**config.mk**
```make
export PLATFORM = sky130hd
export DESIGN_NAME = encoder_tx_sequencer
export DESIGN_NICKNAME = d
export VERILOG_FILES = /design/src/rtl/encoder_tx_sequencer.sv
export SDC_FILE = /design/constraint.sdc
export NUM_CORES = 1
export LEC_CHECK = 0
export CAP_MARGIN = 20
export CORE_UTILIZATION = 45
export CTS_BUF_LIST = sky130_fd_sc_hd__clkbuf_8
export DETAILED_ROUTE_END_ITERATION = 8
export PLACE_DENSITY_LB_ADDON = 0.05
export SETUP_SLACK_MARGIN = 0.5
export SLEW_MARGIN = 20
export SYNTH_ARGS = -nofsm -noshare
export SYNTH_HDL_FRONTEND = slang
export SYNTH_SLANG_ARGS = --single-unit
```
**constraint.sdc**
```tcl
create_clock -name i_clk -period 1.5 [get_ports i_clk]
set_input_delay 0.225 -clock i_clk [delete_from_list [all_inputs] [get_ports i_clk]]
set_output_delay 0.225 -clock i_clk [all_outputs]
set_load 0.02 [all_outputs]
```
**src/rtl/encoder_tx_sequencer.sv**
```systemverilog
// encoder_tx_sequencer
// Transmit-side symbol scheduler feeding an 8B/10B encoder pair.
// Arbitrates two byte requesters round-robin. Frames each packet with
// K27.7 (start) and K29.7 (end). Runs the link-alignment K28.5 sequence,
// fills gaps with K28.5 and forces a K28.5 at least every COMMA_PERIOD
// symbols. Holds the running-disparity register that the encoder uses and
// then updates. Emits one registered symbol per clock.
//
// Ports:
//   i_clk, i_rst_n          clock, asynchronous active-low reset
//   i_enable                link enable; low forces the link OFF
//   i_req_valid/data/last   two byte-stream requesters (byte n on [8n+7:8n])
//   o_req_ready             per-requester accept strobe (combinational)
//   o_data8/o_datak         registered symbol byte and K flag
//   o_sym_valid             registered symbol-live flag
//   o_run_disp/i_run_disp   running disparity to / from the encoder
//   o_aligned               alignment sequence finished
//   o_grant                 requester owning the current/last packet
module encoder_tx_sequencer #(
    parameter int ALIGN_LEN    = 16,
    parameter int COMMA_PERIOD = 256
) (
    input  logic        i_clk,
    input  logic        i_rst_n,
    input  logic        i_enable,
    input  logic [1:0]  i_req_valid,
    input  logic [15:0] i_req_data,
    input  logic [1:0]  i_req_last,
    output logic [1:0]  o_req_ready,
    output logic [7:0]  o_data8,
    output logic        o_datak,
    output logic        o_sym_valid,
    output logic        o_run_disp,
    input  logic        i_run_disp,
    output logic        o_aligned,
    output logic        o_grant
);

    localparam int AW = $clog2(ALIGN_LEN + 1);
    localparam int CW = $clog2(COMMA_PERIOD);

    localparam logic [7:0]    K28_5         = 8'hBC;
    localparam logic [7:0]    K27_7         = 8'hFB;
    localparam logic [7:0]    K29_7         = 8'hFD;
    localparam logic [AW-1:0] ALIGN_LAST    = AW'(ALIGN_LEN - 1);
    localparam logic [CW-1:0] COMMA_DUE_CNT = CW'(COMMA_PERIOD - 2);

    typedef enum logic [2:0] {
        ST_OFF   = 3'd0,
        ST_ALIGN = 3'd1,
        ST_IDLE  = 3'd2,
        ST_SOF   = 3'd3,
        ST_DATA  = 3'd4,
        ST_EOF   = 3'd5
    } state_t;

    state_t          state_r;
    state_t          state_s;
    logic [AW-1:0]   align_cnt_r;
    logic [AW-1:0]   align_cnt_s;
    logic [CW-1:0]   comma_cnt_r;
    logic [CW-1:0]   comma_cnt_s;
    logic            rr_r;
    logic            rr_s;
    logic            grant_s;
    logic            aligned_s;
    logic [7:0]      sym_s;
    logic            symk_s;
    logic            symv_s;
    logic [1:0]      ready_s;
    logic            comma_due_s;
    logic            pick_s;
    logic            gnt_valid_s;
    logic            gnt_last_s;
    logic [7:0]      gnt_data_s;

    // Next symbol must be K28.5 once COMMA_PERIOD-2 non-comma symbols went out.
    assign comma_due_s = (comma_cnt_r == COMMA_DUE_CNT);

    // With both requesting the rr pointer decides; otherwise the lone requester wins.
    assign pick_s = (i_req_valid == 2'b11) ? rr_r : i_req_valid[1];

    // Only the granted requester is looked at while a packet is open.
    assign gnt_valid_s = o_grant ? i_req_valid[1]     : i_req_valid[0];
    assign gnt_last_s  = o_grant ? i_req_last[1]      : i_req_last[0];
    assign gnt_data_s  = o_grant ? i_req_data[15:8]   : i_req_data[7:0];

    assign o_req_ready = ready_s;

    // Next-state, next-symbol and handshake decode.
    always_comb begin
        state_s   = state_r;
        sym_s     = K28_5;
        symk_s    = 1'b1;
        symv_s    = 1'b1;
        grant_s   = o_grant;
        rr_s      = rr_r;
        aligned_s = o_aligned;
        ready_s   = 2'b00;
        if (!i_enable) begin
            // Link dropped: any open packet is abandoned without an EOF.
            state_s   = ST_OFF;
            symv_s    = 1'b0;
            aligned_s = 1'b0;
        end else begin
            case (state_r)
                ST_OFF: begin
                    symv_s    = 1'b0;
                    aligned_s = 1'b0;
                    state_s   = ST_ALIGN;
                end
                ST_ALIGN: begin
                    if (align_cnt_r == ALIGN_LAST) begin
                        state_s = ST_IDLE;
                    end else begin
                        state_s = ST_ALIGN;
                    end
                end
                ST_IDLE: begin
                    aligned_s = 1'b1;
                    if (|i_req_valid) begin
                        grant_s = pick_s;
                        state_s = ST_SOF;
                    end else begin
                        state_s = ST_IDLE;
                    end
                end
                ST_SOF: begin
                    sym_s   = K27_7;
                    state_s = ST_DATA;
                end
                ST_DATA: begin
                    ready_s[o_grant] = ~comma_due_s;
                    if (gnt_valid_s && !comma_due_s) begin
                        sym_s  = gnt_data_s;
                        symk_s = 1'b0;
                        if (gnt_last_s) begin
                            state_s = ST_EOF;
                        end else begin
                            state_s = ST_DATA;
                        end
                    end else begin
                        state_s = ST_DATA;
                    end
                end
                ST_EOF: begin
                    // A due comma delays the EOF by one K28.5 so the spacing bound holds.
                    if (comma_due_s) begin
                        state_s = ST_EOF;
                    end else begin
                        sym_s   = K29_7;
                        rr_s    = ~o_grant;
                        state_s = ST_IDLE;
                    end
                end
                default: begin
                    symv_s    = 1'b0;
                    aligned_s = 1'b0;
                    state_s   = ST_OFF;
                end
            endcase
        end

        if (state_r == ST_ALIGN) begin
            align_cnt_s = align_cnt_r + AW'(1);
        end else begin
            align_cnt_s = {AW{1'b0}};
        end

        // Restart on every K28.5 and whenever the link is silent.
        if (!symv_s || (symk_s && (sym_s == K28_5))) begin
            comma_cnt_s = {CW{1'b0}};
        end else begin
            comma_cnt_s = comma_cnt_r + CW'(1);
        end
    end

    // State, counters and registered symbol outputs.
    always_ff @(posedge i_clk or negedge i_rst_n) begin
        if (!i_rst_n) begin
            state_r     <= ST_OFF;
            align_cnt_r <= {AW{1'b0}};
            comma_cnt_r <= {CW{1'b0}};
            rr_r        <= 1'b0;
            o_grant     <= 1'b0;
            o_aligned   <= 1'b0;
            o_data8     <= K28_5;
            o_datak     <= 1'b1;
            o_sym_valid <= 1'b0;
            o_run_disp  <= 1'b0;
        end else begin
            state_r     <= state_s;
            align_cnt_r <= align_cnt_s;
            comma_cnt_r <= comma_cnt_s;
            rr_r        <= rr_s;
            o_grant     <= grant_s;
            o_aligned   <= aligned_s;
            o_data8     <= sym_s;
            o_datak     <= symk_s;
            o_sym_valid <= symv_s;
            // The encoder's returned disparity belongs to the symbol now on the bus.
            if (o_sym_valid) begin
                o_run_disp <= i_run_disp;
            end else begin
                o_run_disp <= o_run_disp;
            end
        end
    end

endmodule

```
==> results.py <==
metrics = {
    "timing": {
        "hold_viol": 0,
        "setup_viol": 12,
        "clock_skew_ns": 0.00540,
        "finalWorstSetupSlack_ns": -0.182,
        "rsz0062_at_grt": "true",
        "fmax_ghz": 0.594,
        "finalMaxSlewViolations": 0,
        "slew_headroom_pct": 73.9,
        "post-route-min-period_ns": 1.68,
        "period_share_pct": 112,
        "worst_pin_slew_ns": 0.391,
    },
    "route": {
        "ant_nets": 0,
        "routedWlPerCell_um": 18.8,
        "dr.pass1.iters": 4,
        "viasPerCell": 5.36,
        "initialDrtViolationCount": 56,
        "via_count": 1447,
        "routed_wl_mm": 5.08,
        "drc_errors": 0,
    },
    "synthesis": {
        "synth_warnings": 0,
        "syn-num-nets": 163,
        "synth_area_um2": 1470,
        "yosysSeqAreaShare_pct": 51.4,
        "syn-mean-instance-area_um2": 10.9,
        "synth_cell_types": 33,
        "ys_ff_latch": 30,
        "synth_cells": 135,
    },
    "global_route": {
        "antenna_found_initial": 0,
        "grtUsageTotal_pct": 25.3,
        "gr-total-overflow": 0,
        "grt_pass1_vias": 1379,
        "grt_max_degree": 31,
        "grt_pass1_wl_mm": 6.36,
    },
    "power_and_ir_drop": {
        "p_int_mw": 1.54,
        "seq_power_share_pct": 42.5,
        "p_sw_share_pct": 22.8,
        "p_sw_mw": 0.456,
        "p_per_area_nw_per_um2": 734,
        "clkPwrFrac_pct": 42.5,
        "p_comb_share_pct": 15.1,
        "p_leak_nw": 1.21,
        "totalPowerFinal_mw": 2.00,
        "vdd_drop_max_v": 0.000877,
    },
    "cts": {
        "cts_tree": "done",
        "cts_sinks": 30,
        "cts.path.max_buffers": 2,
        "cts_max_level": 2,
        "cts_made_buffers": 5,
        "clk_latency_ns": 0.28,
        "cts.clk_slew.worst_paths_ns": 0.06,
        "root_buffer": "clkbuf_8",
    },
    "place": {
        "globalplace.congestion": 0.831,
        "io_buffers": 38,
        "pre_cts_ws_ns": -0.495,
        "hpwl_mm": 2.49,
    },
    "cells_and_area": {
        "drive_gt1_share_pct": 57.5,
        "diodes": 0,
        "syn_to_final_growth_pct": 84.4,
        "fillCellCount": 143,
        "layout.nets": 253,
    },
    "worst_setup_path": {
        "worstPathRequired_ns": 1.27,
        "cp_slowest_cell": "dfrtp_1",
        "ff2ff_path_depth": 6,
        "reg2reg_from": "align_cnt_r[1]",
        "worstPathCellList": "and4_4 > nand4_4 > nand2_4 > nor4b_4 > buf_4",
        "critPathCaptureType": "primary output",
        "cp-start-kind": "flop",
        "rrSetupSlack_ns": -0.17,
        "critical_path.max_stage_delay_ns": 0.39,
        "critPathKind": "reg2out",
        "crit_fanout": 2,
        "cp.arrival_ns": 1.46,
        "reg2reg_to": "state_r[0]",
    },
    "die": {
        "die_area_um2": 3510,
        "core_area_um2": 3080,
        "die_x_um": 59.2,
        "die_y_um": 59.2,
        "floorplan.initialDensity_pct": 47.9,
        "rows": 20,
        "io-pin-count": 39,
    },
    "run_status": {
        "outcome": "complete, but fails checks",
        "violations": "negative setup slack",
    },
    "worst_hold_path": {
        "hp-class": "in2async",
    },
    "run": {
        "cap_viol_max_count": 0,
    },
}
-- synth_stat cells --
master    count  area (um2)
a21boi_0      3        22.5
a21oi_1       6        30.0
a31oi_1       1        6.26
a41o_1        1        10.0
and3_1        6        37.5
and4_4        1        11.3
buf_2         4        20.0
clkbuf_1      1        3.75
clkbuf_2      1        5.00
dfrtp_1      24         601
dfstp_2       6         158
ha_1          4        50.1
inv_1         5        18.8
mux2_2        6        67.6
mux2i_1       7        70.1
nand2_1      11        41.3
nand2b_1      1        6.26
nand3_1       9        45.0
nand3b_1      2        15.0
nand4_1       1        6.26
nand4_4       1        21.3
nor2_1       14        52.6
nor3_1        1        5.00
nor3_4        1        16.3
nor3b_1       1        7.51
nor4_1        1        6.26
nor4b_1       2        17.5
o21a_1        3        22.5
o21ai_0       1        5.00
o221ai_2      1        15.0
o32a_1        1        10.0
xnor2_1       2        17.5
xor2_1        6        52.6
-- flip-flops by register name (all words and copies together), names as in the netlist --
name / flops
align_cnt_r: 5
state_r: 3
o_data8: 8
o_grant: 1
o_aligned: 1
comma_cnt_r: 8
o_sym_valid: 1
o_run_disp: 1
rr_r: 1
o_datak: 1
-- cell families (layout without fill, tap and decap cells) --
logic type                 count (synthesis)  after routing  synth area share [%]
DFF                                       30             30                  51.4
muxes                                     13             13                  9.34
xor gates and xnor gates                   8              8                  4.75
AOI/OAI and AO/OA                         17             17                  8.23
adders and majority gates                  4              4                  3.40
buffers and inverters                     11            102                  3.23
and+or+nand+nor                           52             52                  19.6
-- worst max path at each step --
| stage | endpoint | slack, ns | cells after the start | from |
|---|---|---|---|---|
| after global placement | o_req_ready[1] | -0.47 | 4 | i_enable |
| after CTS | o_req_ready[1] | -0.16 | 5 | comma_cnt_r[2] |
| after floorplan | o_req_ready[1] | -0.04 | 6 | comma_cnt_r[0] |
| after global routing | o_req_ready[1] | -0.26 | 5 | comma_cnt_r[2] |
| after detailed placement | o_req_ready[1] | -0.50 | 4 | i_enable |
| final | o_req_ready[1] | -0.18 | 5 | comma_cnt_r[2] |
-- power by group through the flow --
stage	clock network (mW)	registers, mW	logic, mW
floorplan	0	0.867	0.0931
global placement	0	0.857	0.218
detailed placement	0	0.858	0.223
CTS	0.847	0.845	0.260
global route	0.896	0.849	0.315
finish	0.847	0.848	0.301
-- routing by layer --
layer | vias to the layer above | track usage (%) | wire (um)
li1 | 653 | - | -
met2 | 71 | 45.9 | 2860
met3 | 18 | 6.33 | 248
met5 | - | 0 | 0
met1 | 705 | 26.9 | 1780
met4 | 0 | 12.6 | 186
-- layout by cell type (no fill, tap or decap), types with 2 or more instances in the layout --
master	instances
ha_2	2
o21a_1	3
clkdlybuf4s50_1	23
mux2i_1	6
nand2_2	4
inv_1	4
buf_8	2
nor2_1	10
dfstp_2	6
mux2_2	5
a21boi_2	3
nand3_2	4
nand2_1	6
nor2_2	3
nand3_1	4
buf_6	29
buf_4	35
nand3b_1	2
a21oi_2	4
clkbuf_8	6
dfrtp_2	2
nor4b_4	2
and3_4	3
dfrtp_1	22
xor2_1	5
and3_1	3
-- worst max-delay path: cells and delay by family, from the launching register on --
kind                   cells  cell delay [ns]
buffers and inverters      1             0.17
and+or+nand+nor            4             0.61
DFF                        1             0.39
-- stage by stage --
| step | util [%] | instance area [um2] | TNS [ns] | hold slack [ns] | std cells |
|---|---|---|---|---|---|
| 6_report | 88.3 | 2720 | -1.28 | 0.335 | 270 |
| 5_1_grt | 88.3 | 2720 | -2.10 | 0.359 | 270 |
| 4_1_cts | 80.4 | 2470 | -0.433 | 0.346 | 256 |
| 3_5_place_dp | 70.1 | 2160 | -1.83 | 0.496 | 236 |
| 3_3_place_gp | 70.1 | 2160 | -1.29 | 0.488 | 236 |
| 2_1_floorplan | - | 1600 | -0.0413 | -0.0706 | 135 |
-- layout make-up --
| class | count | area (um2) | area share, % |
|---|---|---|---|
| clock buffers | 6 | 82.6 | 3.04 |
| repair buffers | 89 | 850 | 31.3 |
| multi-input cells | 94 | 913 | 33.6 |
| inverters | 5 | 22.5 | 0.829 |
| flip-flops and latches | 30 | 761 | 28.0 |
| clock inverters | 2 | 33.8 | 1.24 |
| well taps | 44 | 55.1 | 2.03 |
-- timing repair --
item / 4_1_cts / 5_1_grt
resized for setup: 114 / 31
pin swaps: 12 / 8
setup endpoints to repair: 43 / 43
hold buffers: 0 / 0
cloned: 0 / 0
buffers inserted: 12 / 14
Power figures use the tool's default switching activity.
